===== config.mk =====
export PLATFORM = sky130hd
export DESIGN_NAME = ring_arbiter
export DESIGN_NICKNAME = d
export VERILOG_FILES = /design/src/rtl/ring_arbiter.sv
export SDC_FILE = /design/constraint.sdc
export NUM_CORES = 1
export LEC_CHECK = 0
export ABC_AREA = 0
export CAP_MARGIN = 20
export CORE_UTILIZATION = 55
export DETAILED_ROUTE_END_ITERATION = 7
export PLACE_DENSITY_LB_ADDON = 0.15
export SETUP_SLACK_MARGIN = 0.02
export SYNTH_ARGS = -nofsm -noshare
export SYNTH_HDL_FRONTEND = slang
export SYNTH_SLANG_ARGS = --single-unit

===== constraint.sdc =====
create_clock -name CK -period 2.8 [get_ports CK]
set_clock_uncertainty 0.15 [all_clocks]
set_input_delay 0.28 -clock CK [delete_from_list [all_inputs] [get_ports CK]]
set_output_delay 0.28 -clock CK [all_outputs]
set_load 0.01 [all_outputs]

===== src/rtl/ring_arbiter.sv =====
// ring_arbiter: round-robin doorbell arbiter feeding one playback engine, with ack/timeout watchdogs and guard gap
module ring_arbiter #(
  parameter int N_REQ       = 3,
  parameter int SONG_W      = 3,
  parameter int GAP_CYC     = 50000000,
  parameter int ACK_CYC     = 1024,
  parameter int TIMEOUT_CYC = 536870912
) (
  input  logic                    CK,
  input  logic                    RST,
  input  logic [N_REQ-1:0]        REQ,
  input  logic [N_REQ*SONG_W-1:0] REQ_SONG,
  input  logic                    ENABLE,
  input  logic                    PLAY_BUSY,
  input  logic                    PLAY_DONE,
  output logic                    PLAY_START,
  output logic [SONG_W-1:0]       PLAY_SONG,
  output logic                    ABORT,
  output logic [N_REQ-1:0]        GRANT,
  output logic [N_REQ-1:0]        PENDING,
  output logic                    LOCK
);
  localparam int MAX_AG = GAP_CYC > ACK_CYC ? GAP_CYC : ACK_CYC;
  localparam int MAXC   = MAX_AG > TIMEOUT_CYC ? MAX_AG : TIMEOUT_CYC;
  localparam int CW     = $clog2(MAXC);
  localparam int PW     = $clog2(N_REQ);
  typedef enum logic [2:0] {IDLE, START, WAIT_ACK, PLAY, GAP} state_t;
  state_t state, state_n;
  logic [CW-1:0] cnt;
  logic [N_REQ-1:0] req_q, pend, grant_r, win_oh;
  logic [PW-1:0] ptr, win;
  logic [SONG_W-1:0] song_r, win_song;
  logic found, fire;
  always_comb begin : arb
    int j;
    win = '0;
    found = 1'b0;
    for (int k = 0; k < N_REQ; k++) begin
      j = int'(ptr) + k;
      if (j >= N_REQ) j = j - N_REQ;
      if (!found && pend[PW'(j)]) begin
        win = PW'(j);
        found = 1'b1;
      end
    end
  end
  assign win_oh   = N_REQ'(1) << win;
  assign win_song = SONG_W'(REQ_SONG >> (win * SONG_W));
  assign fire     = state == IDLE && ENABLE && found;
  always_comb begin
    state_n = state;
    ABORT = 1'b0;
    case (state)
      IDLE:     if (fire) state_n = START;
      START:    state_n = WAIT_ACK;
      WAIT_ACK: if (PLAY_BUSY) state_n = PLAY;
                else if (PLAY_DONE) state_n = GAP;
                else if (cnt == CW'(ACK_CYC - 1)) begin
                  ABORT = 1'b1;
                  state_n = GAP;
                end
      PLAY:     if (PLAY_DONE || !PLAY_BUSY) state_n = GAP;
                else if (cnt == CW'(TIMEOUT_CYC - 1)) begin
                  ABORT = 1'b1;
                  state_n = GAP;
                end
      GAP:      if (cnt == CW'(GAP_CYC - 1)) state_n = IDLE;
      default:  state_n = IDLE;
    endcase
  end
  always_ff @(posedge CK) begin
    if (RST) begin
      state   <= IDLE;
      cnt     <= '0;
      req_q   <= REQ;
      pend    <= '0;
      ptr     <= '0;
      grant_r <= '0;
      song_r  <= '0;
    end else begin
      state <= state_n;
      cnt   <= (state_n != state || state == IDLE) ? '0 : cnt + CW'(1);
      req_q <= REQ;
      pend  <= (pend & ~(fire ? win_oh : '0)) | (REQ & ~req_q);
      if (fire) begin
        ptr     <= (win == PW'(N_REQ - 1)) ? '0 : win + PW'(1);
        grant_r <= win_oh;
        song_r  <= (win_song == '0) ? SONG_W'(1) : win_song;
      end
    end
  end
  assign PLAY_START = state == START;
  assign PLAY_SONG  = song_r;
  assign GRANT      = (state == START || state == WAIT_ACK || state == PLAY) ? grant_r : '0;
  assign PENDING    = pend;
  assign LOCK       = state != IDLE;
endmodule

Yosys cells after proc, flatten, opt, wreduce, memory -nomap -nowiden
Cells that the tools add are included.
{"block": "totals", "word_cells": 88, "rom_bits": 0, "latch_bits": 0, "input_bits": 17, "ramBits": 0, "regBits": 46, "memories": 0, "output_inout_bits": 12}
{"block": "op_classes", "addsub": 7, "mux": 36, "n_div": 0, "multipliers": 1, "magnitude_cmp": 6, "n_eq_ne": 9, "reduce_logical": 15, "n_bitwise": 5, "n_shift": 2}
{"cell": "$mux 3", "count": 10}
{"cell": "$add 29x1->29 const B", "count": 1}
{"cell": "$eq 29x10->1 const B", "count": 1}
{"cell": "$eq 29x26->1 const B", "count": 1}
{"cell": "$eq 29x29->1 const B", "count": 1}
{"cell": "$pmux 3 s5", "count": 1}
{"cell": "$mux 1", "count": 14}
{"cell": "$mux 2", "count": 7}
{"cell": "$lt 2x4->1 const B", "count": 3}
{"cell": "$shr 9x4->3", "count": 1}
{"cell": "$and 3x3->3", "count": 2}
{"cell": "$bmux 1 s2", "count": 3}
{"cell": "$eq 3x2->1 const B", "count": 2}
{"cell": "$ge 3x2->1 const B", "count": 2}
{"cell": "$logic_not 3->1", "count": 2}
{"cell": "$not 3->3", "count": 2}
{"cell": "$sub 2x2->2 const B", "count": 3}
{"cell": "$logic_and 1x1->1", "count": 4}
{"cell": "$logic_or 1x1->1", "count": 4}
{"cell": "$mul 2x2->4 const B", "count": 1}
{"cell": "$add 2x1->3 const B", "count": 1}
{"cell": "$add 2x2->3 const B", "count": 1}
{"cell": "$eq 3x1->1 const B", "count": 1}
{"cell": "$eq 3x3->1 const B", "count": 1}
{"cell": "other kinds (10)", "count": 12}

Logic depth before layout (Yosys ltp)
Gate-level depths: netlist of the first run.
{"block": "depth", "word_depth": 18, "depth_mapped": 10, "ltp_nobuf": 8}

Least setup slack after synthesis of the first run
Ideal clock, no wire load.
{"block": "synth_path", "kind": "reg-to-reg", "from": "reg, netlist name grant_r[0]", "to": "reg cnt[3]", "arrival_ns": 2.318, "stages_incl_launch_ff": 11, "setup_slack_ns": 0.268, "setup_time_ns": 0.064, "required_time_ns": 2.586, "n_path_buf": 2, "period_less_slack_ns": 2.532, "path_cell_list": "dfxtp_1 > inv_1 > ha_1 > or2_2 > a32o_1 > or2_1 > a221oi_1 > o31ai_2 > buf_6 > buf_6 > nor2_1"}
{"element": "end signal: assignment", "line_no": "82", "rtl": "cnt <= (state_n != state || state == IDLE) ? '0 : cnt + CW'(1);"}
{"element": "end: declaration", "line_no": "29", "rtl": "logic [CW-1:0] cnt;"}

Worst setup path in the final report of the first run
{"block": "layout_path", "from": "reg cnt[10]", "to": "out ABORT"}
{"block": "layout_via", "elab_chain_cells": 5, "word_cells_on_any_way": 8, "cone_classes": "eq/ne: 2; mux: 6"}
{"element": "$eq 29x10->1", "line_no": "58", "rtl": "else if (cnt == CW'(ACK_CYC - 1)) begin"}
{"element": "$mux 1", "line_no": "58"}
{"element": "$mux 1", "line_no": "57", "rtl": "else if (PLAY_DONE) state_n = GAP;"}
{"element": "$mux 1", "line_no": "56", "rtl": "WAIT_ACK: if (PLAY_BUSY) state_n = PLAY;"}
{"element": "$pmux 1 s2 (*)", "line_no": "53", "rtl": "case (state)"}
{"element": "end: declaration", "line_no": "18", "rtl": "output logic ABORT,"}
Every way passes the cells marked *; elsewhere a longest branch is shown, timed or not.

==> run summary, run 1 <==
Cells fill 75.41% of the core in the end. In the routed layout, each cell is associated on average with a via count of 5.912. The largest area contributor in the netlist is dfxtp_1. The layout cell share with drive strength beyond 1 was 16.62%.

Relative to the synthesized area, the layout overhead comes to 28.08%. The async set-reset flop share out of synthesis is 0%, and the distinct cell type count of the synthesized netlist is 56. Headroom to the max-slew limit: 44.43%. Data on the critical path arrives at its endpoint at 2280 ps. After detailed placement, the total cell area comes to 0.002850 mm2. The effective utilization at floorplan is 58.88%, and the remaining number of nets flagged by the antenna check after routing is 0. The synthesized design contains 0 enable-type register cells. The largest single stage delay on the critical path is 410 ps. The post-synthesis instance area was 0.002406 mm2. The worst path uses 96.93% of the clock period. The worst setup slack before clock tree synthesis is -32.90 ps, and the overall die width is 68.14 um. Detailed routing inserted a total of 2,288 vias.

Including well taps, the total number of placed cells is 374. The estimated wirelength of the detail-placed design was 3.958 mm; the minimum clock period after layout was 2714 ps. TritonCTS built the clock tree.

Traced cell by cell, the critical path runs through and4_1 > nand2_1 > or3_4 > nor3_1 > nand4_1 > a211oi_1 > dlygate4sd1_1. The final global-route overflow total came out at 0. The synthesized design contains 44 register bits. The cell count after synthesis came out at 287.

The tools report the peak clock frequency supported by timing as 0.3685 GHz. At the worst endpoint, the required time is 2370 ps. The top cell family by delay on the critical path is simple AND/OR/NAND/NOR gates. The initial antenna violation count is 0.

By area the synthesized netlist is led by dfxtp_1 37%, nor2_1 6.9%, xor2_1 6.2%. Across all setup checks in the final design, the least slack found is 86.08 ps. The number of DRC markers after the initial detailed-route iteration is 148, and the final instance area is 0.003082 mm2. Number of global-route vias before repair: 2,006. The clock net in this run drives a total of 44 sinks.

The tools report the last weighted congestion value of the routability-driven placer as 0.8795. Antenna diode count: 0. The worst setup path is captured at a primary output. For the pin with the worst max-slew slack, the measured transition is 833.6 ps. The clock tree buffer depth was 2. Sequential elements use 36.61% of the synthesized area.

The top cell type by area accounts for 36.61% of the synthesized area. The type of the worst setup path is flip-flop to primary output. The first detailed-routing pass took 4 iterations.

A synthesized cell averages 8.383 um2. The largest driver fanout on the critical path is 3. Hold violation count in the final report: 0.

In this run the static leakage power is 1.114 nW. In this run the worst hold path is classified as input port to flip-flop. Setup violations remaining at the end of the flow were counted as 0. After detailed routing, the total wire length is 5.944 mm.

Across the VDD grid, the largest voltage drop is 355.5 uV. The count of buffers added on input and output ports is 28. Clock-pin slew was measured on the worst setup and hold paths at 80 ps.

Row generation in the floorplan step produced 23 rows. The number of buffers added by the clock tree synthesis step was 5. Most used flip-flop cell after synthesis: dfxtp_1.

In this run the power density over the cells is 515.9 mW/mm2. For this run, the post-layout net count is 358. In this run the standard cell core region covers 0.004086 mm2. Max-cap violations in this run came to 0.

For this run, the number of standard cells in the final layout without fillers is 387. The y dimension of the die was 68.14 um. The first global-routing pass estimated 8.894 mm of wire.

Entering global routing, the biggest net connects 17 pins. For the area of the die, the log shows 0.004643 mm2. The I/O pin count was 29. The later pin in the worst-skew pair is clocked with a latency of 300 ps. When the netlist entered floorplanning its net count stood at 309. The cts-stage hold buffer count is 0. The logs give 0 for the max-slew violation total from the final report and 0 ps for the sum of negative setup slack. After detailed routing, the average wire length per cell comes to 15.36 um.

The tools report the buffer cell driving the clock tree root as clkbuf_8. The sum of buffers and inverters on the critical path was 1; the overall fraction of global-route tracks in use was 25.65%. Ranked by instance count, the synthesized netlist is headed by 44 x dfxtp_1, 44 x nor2_1, 20 x nand2_1. The worst setup path is launched from a flip-flop. After detailed routing, the number of remaining DRC violations is 0.

For this design, the slowest cell found on the critical path is or3_4. The depth of the CTS H-tree came out at 2. Yosys printed 0 warnings. The run finished with clean final reports.
-- cells by family after synthesis --
group                      synth area share, %
and+or+nand+nor                          30.99
AOI/OAI and AO/OA                        13.52
muxes                                    1.716
DFF                                      36.61
xor gates and xnor gates                 9.828
adders and majority gates                2.600
buffers and inverters                    4.731
-- metal layers --
metal / global-route usage (%) / part of all wire (%)
met3: 4.333 / 5.5
met4: 9.635 / 1.6
met5: 0 / 0
met1: 32.28 / 45
met2: 43.38 / 48
-- cells in the final DEF (no fill, tap or decap), types with 2 or more instances in the layout --
cell type / netlist / final
or3_1: 4 / 3
or2_2: 2 / 2
mux2i_1: 3 / 3
nand3_1: 17 / 17
o31ai_1: 4 / 4
dfxtp_1: 44 / 40
clkdlybuf4s50_1: 0 / 27
and4_1: 4 / 4
xor2_1: 17 / 17
a21oi_1: 9 / 8
nor3b_1: 4 / 4
and3_1: 4 / 4
nand2_1: 20 / 20
a31oi_1: 2 / 2
a211oi_1: 4 / 3
nand2b_1: 3 / 3
nor4_1: 5 / 5
o21ai_0: 3 / 3
buf_4: 2 / 25
nand3b_1: 4 / 4
ha_1: 5 / 4
nor3_1: 4 / 4
xnor2_1: 10 / 10
o211ai_1: 2 / 2
nor2b_1: 5 / 5
clkbuf_8: 0 / 6
nor2_1: 44 / 44
nand4_1: 9 / 9
o31ai_4: 0 / 3
and2_1: 6 / 6
inv_1: 9 / 9
dfxtp_2: 0 / 4
a31o_2: 2 / 2
-- worst paths after layout --
kind / cells past startpoint / end / slack, ps / start
hold reg to reg: 1 / cnt[0] / 310 / cnt[0]
setup / recovery: 7 / ABORT / 90 / cnt[10]
hold / removal: 1 / req_q[2] / 300 / REQ[2]
setup reg to reg: 10 / cnt[6] / 100 / grant_r[0]
-- per-stage QoR --
stage	hold WS, ps	power (W)
floorplan	157.7	0.0008766
detailed placement	299.4	0.001014
finish	296.5	0.001590
global route	300.1	0.001665
global placement	290.6	0.001010
CTS	298.7	0.001537
-- worst reg2reg max path, cell delays in order, from the launching register on --
cell	delay, ps
dfxtp_1	320
inv_1	70
buf_4	110
ha_1	240
mux2_2	360
a32o_1	230
or2_4	290
a221oi_4	420
buf_4	190
o31ai_4	100
nor2_1	160
-- report_power, final --
part	switching [W]	internal [W]
registers	0.0000251	0.000649
clock network	0.000218	0.000292
logic	0.000212	0.000194
total	0.000455	0.00113
-- flip-flops by register name (all words and copies together), names as in the netlist --
register and flops:
req_q 3, PENDING 3, PLAY_SONG 3, ptr 1
cnt 29, state 3, grant_r 2
-- area by class of cell --
class	instances	area (um2)
Timing Repair Buffer	53	466.7
Multi-Input combinational cell	223	1511
Fill cell	327	1005
Inverter	9	33.78
Clock inverter	2	38.79
Tap cell	50	62.56
Clock buffer	6	82.58
Sequential cell	44	885.9
-- what timing repair did --
| item | CTS | global route |
|---|---|---|
| setup endpoints to repair | 29 | 30 |
| buffers inserted | 0 | 2 |
| gates resized for setup | 5 | 11 |
| pin swaps | 1 | 5 |
| cloned | 1 | 2 |
No activity file was read; power rests on OpenSTA's default activity.
==> run 2: changes to the inputs <==
--- a/config.mk
+++ b/config.mk
@@ -7,7 +7,7 @@
 export LEC_CHECK = 0
 export ABC_AREA = 0
 export CAP_MARGIN = 20
-export CORE_UTILIZATION = 55
+export CORE_UTILIZATION = 35
 export DETAILED_ROUTE_END_ITERATION = 7
 export PLACE_DENSITY_LB_ADDON = 0.15
 export SETUP_SLACK_MARGIN = 0.02
==> run 2 against run 1 <==
The flow now finishes with violations (design-rule violations). Register-to-register slack improved by 110 ps. Die area increased by 55%. Via count decreased by 5.6%. Largest power group unchanged. Sequential share of layout area decreased by 0.12 points. Non-clock buffer count increased by 6. Core utilization decreased by 28 points. Clock power decreased by 16%. First-iteration DRC count decreased by 17%. Total power decreased by 8.3%. Flip-flop and latch count unchanged. Combinational power decreased by 12%. Clock-buffer cell count unchanged.
==> run summary, run 2 (synthesized netlist as in run 1, its figures left out) <==
The library cell used most frequently in the layout, excluding fill and tap cells, is nor2_1. For the part of the power in registers, the log shows 46.1% (+3.7 points). The post-layout worst setup margin is 180.5 ps (+94.37 ps), and the depth of the CTS H-tree is 2 (unchanged). The clock transition at the registers of the reported paths was 90 ps (about the same); the final instance area was 0.003085 mm2 (+0.12%).

Number of flip-flops under the largest register name: 29 (unchanged). The headroom to the max-slew limit came out at 60.88% (+16 points). The total area of sequential cells is 883.3 um2 (-0.28%), and the initial antenna violation count is 0 (unchanged).

The y dimension of the die is 84.91 um (+25%). In this run the critical register-to-register path is launched from ptr[1]. The number of global-route vias before repair is 1,999 (-0.35%). The iteration count of the initial detailed-routing pass was 8 (+4); the largest stage delay on the critical path was 420 ps (about the same). The mean routed wirelength per cell is 13.81 um (-10%). The run gives 44 (unchanged) as the total clock sinks. Area of the die: 0.007210 mm2 (+55%). The run gives 0.001033 W (-9.0%) as the internal power component.

Setup repair after global routing left no endpoint under its margin. The logs give 24.4% (-1.1 points) for the power share of the combinational group and 4 (+4) for the number of remaining DRC errors. The critical path is of the flip-flop to primary output type. Total via count in the routed design: 2,159 (-5.6%). The run gives 0 (unchanged) as the remaining number of nets flagged by the antenna check after routing. The cell sitting at the root of the clock tree is a clkbuf_8. The maximum VDD drop came out at 185.1 uV (-48%). The layout cell share with drive strength beyond 1 is 17.35% (+0.74 points). The register with the highest flop count was cnt.

The tools report the estimated wirelength of the detail-placed design as 4.326 mm (+9.3%). The required time reported for the critical path endpoint was 2370 ps (about the same). The flow ran to the end, but the final reports show violations. For the utilization after layout, the log shows 47.51% (-28 points). Capturing element type of the critical path: a primary output. The logs give 0.001458 W (-8.3%) for the total chip power and 0 (unchanged) for the final global-route overflow total.

The post-detailed-placement cell area is 0.002944 mm2 (+3.3%), and the slew at the pin with the worst max-slew slack is 585.0 ps (-248.6 ps). Minimum clock period after layout: 2620 ps (-94.37 ps). The I/O pin count is 29 (unchanged), and the largest driver fanout on the critical path is 4 (+1).

The logs give 123 (-17%) for the number of DRC markers after the initial detailed-route iteration and 0 (unchanged) for the antenna diode count. The overall fraction of global-route tracks in use was 16.53% (-9.1 points); the sum of negative setup slack was 0 ps (unchanged). The pin count of the biggest net entering global routing was 19 (+2); the data arrival at the endpoint of the critical path was 2190 ps (-90 ps). The detailed-route wire length came out at 5.759 mm (-3.1%).

The final period utilization works out to 93.56% (-3.4 points). The run gives 0 (unchanged) as the hold violation count in the final report. Walking the worst path, the cells encountered are and4_2 > nand3_1 > or3_4 > nor3_1 > nand4_1 > a211oi_2 > clkbuf_2. In this run the most critical hold path is launched from grant_r[2].

The peak clock frequency supported by timing was 0.3817 GHz (+3.6%); the max-cap violation count was 0 (unchanged). The switching fraction of total power is 29.16% (+0.52 points), and the net switching power is 0.0004250 W (-6.7%). The slowest stage of the critical path belongs to the cell or3_4.

The overall die width is 84.91 um (+25%). The tightest min-delay check is of the flip-flop to flip-flop type. The share of total power in the clock network was 29.4% (-2.7 points); the number of buffers added by the clock tree synthesis step was 5 (unchanged). The leakage power figure is 1.130 nW (+1.4%). The critical path starts at cnt[14]. The logs give 0 (unchanged) for the max-slew violation total from the final report and 0.8103 (-7.9%) for the last weighted congestion value of the routability-driven placer.

The total power per unit cell area was 472.4 mW/mm2 (-8.4%). TritonCTS built the clock tree. The clock tree buffer depth was 2 (unchanged); the worst setup slack before clock tree synthesis was 5.603 ps (+38.51 ps). The clock latency reported for the late side of the worst-skew pair was 300 ps (about the same); the cts-stage hold buffer count was 0 (unchanged). The multi-input logic area was 0.001460 mm2 (-3.4%); the final-layout fill cell count was 643 (+97%).

The core area is 0.006495 mm2 (+59%), and the effective utilization at floorplan is 37.04% (-22 points). The startpoint type of the worst setup path was a flip-flop. Number of endpoints failing setup at the final stage: 0 (unchanged).

In the layout the commonest cells are 44 x nor2_1, 42 x dfxtp_1, 30 x buf_4, 27 x clkdlybuf4s50_1, 20 x nand2_1. Relative to the synthesized area, the layout overhead comes to 28.24%. For the row count, the log shows 29 (+26%). The final net count was 361 (+0.84%); the post-detailed-route via-to-cell ratio was 5.177 (-12%). The tools report the first-pass GRT wire length as 9.528 mm (+7.1%).

The port buffer count came out at 28 (unchanged). The checks that failed: design-rule violations.
==> run 2: worst max-delay path: cells and delay by family (launching register included) <==
family | cells | cell delay (ps)
compound gates | 1 | 190
simple gates | 5 | 1170
buf+inv | 1 | 160
flops | 1 | 380
==> run 2: metrics by stage <==
stage	instances	hold slack, ps
2_1_floorplan	287	157.7
3_3_place_gp	407	293.2
3_5_place_dp	408	295.3
4_1_cts	416	297.6
5_1_grt	417	301.4
6_report	417	305.9
==> run 2: power by group through the flow <==
stage | logic [W] | clock network (W) | registers [W]
finish | 0.000356 | 0.000429 | 0.000672
global route | 0.000387 | 0.000472 | 0.000677
global placement | 0.000329 | 0 | 0.000686
detailed placement | 0.000336 | 0 | 0.000686
floorplan | 0.000196 | 0 | 0.000681
CTS | 0.000342 | 0.000451 | 0.000672
==> run 2: area by class of cell <==
cell class,count,area share [%]
clock buffer,6,2.676
clock inverter,2,0.4461
inverter,9,1.095
multi-input combinational,220,47.32
sequential,44,28.63
tap,77,3.122
timing repair buffer,59,16.71
==> run 2: final timing paths <==
path	depth (start not counted)	slack, ps	end
worst max-delay path	7	180	ABORT
worst max register to register	9	210	cnt[22]
worst min-delay path	2	310	grant_r[2]
worst min register to register	2	310	grant_r[2]
==> run 2: per-layer routing <==
layer / GRT usage [%] / vias up / part of all wire [%]
met3: 3.891 / 2 / 3.5
met4: 4.622 / 0 / 0.66
met5: 0 / - / 0
met1: 23.86 / 999 / 54
li1: - / 1121 / -
met2: 24.54 / 37 / 42
==> run 2: what timing repair did <==
| action | in CTS | in global routing |
|---|---|---|
| setup buffers | 0 | 1 |
| setup endpoints to repair | 3 | 20 |
| gates resized for setup | 5 | 9 |
| pin swaps | 0 | 1 |
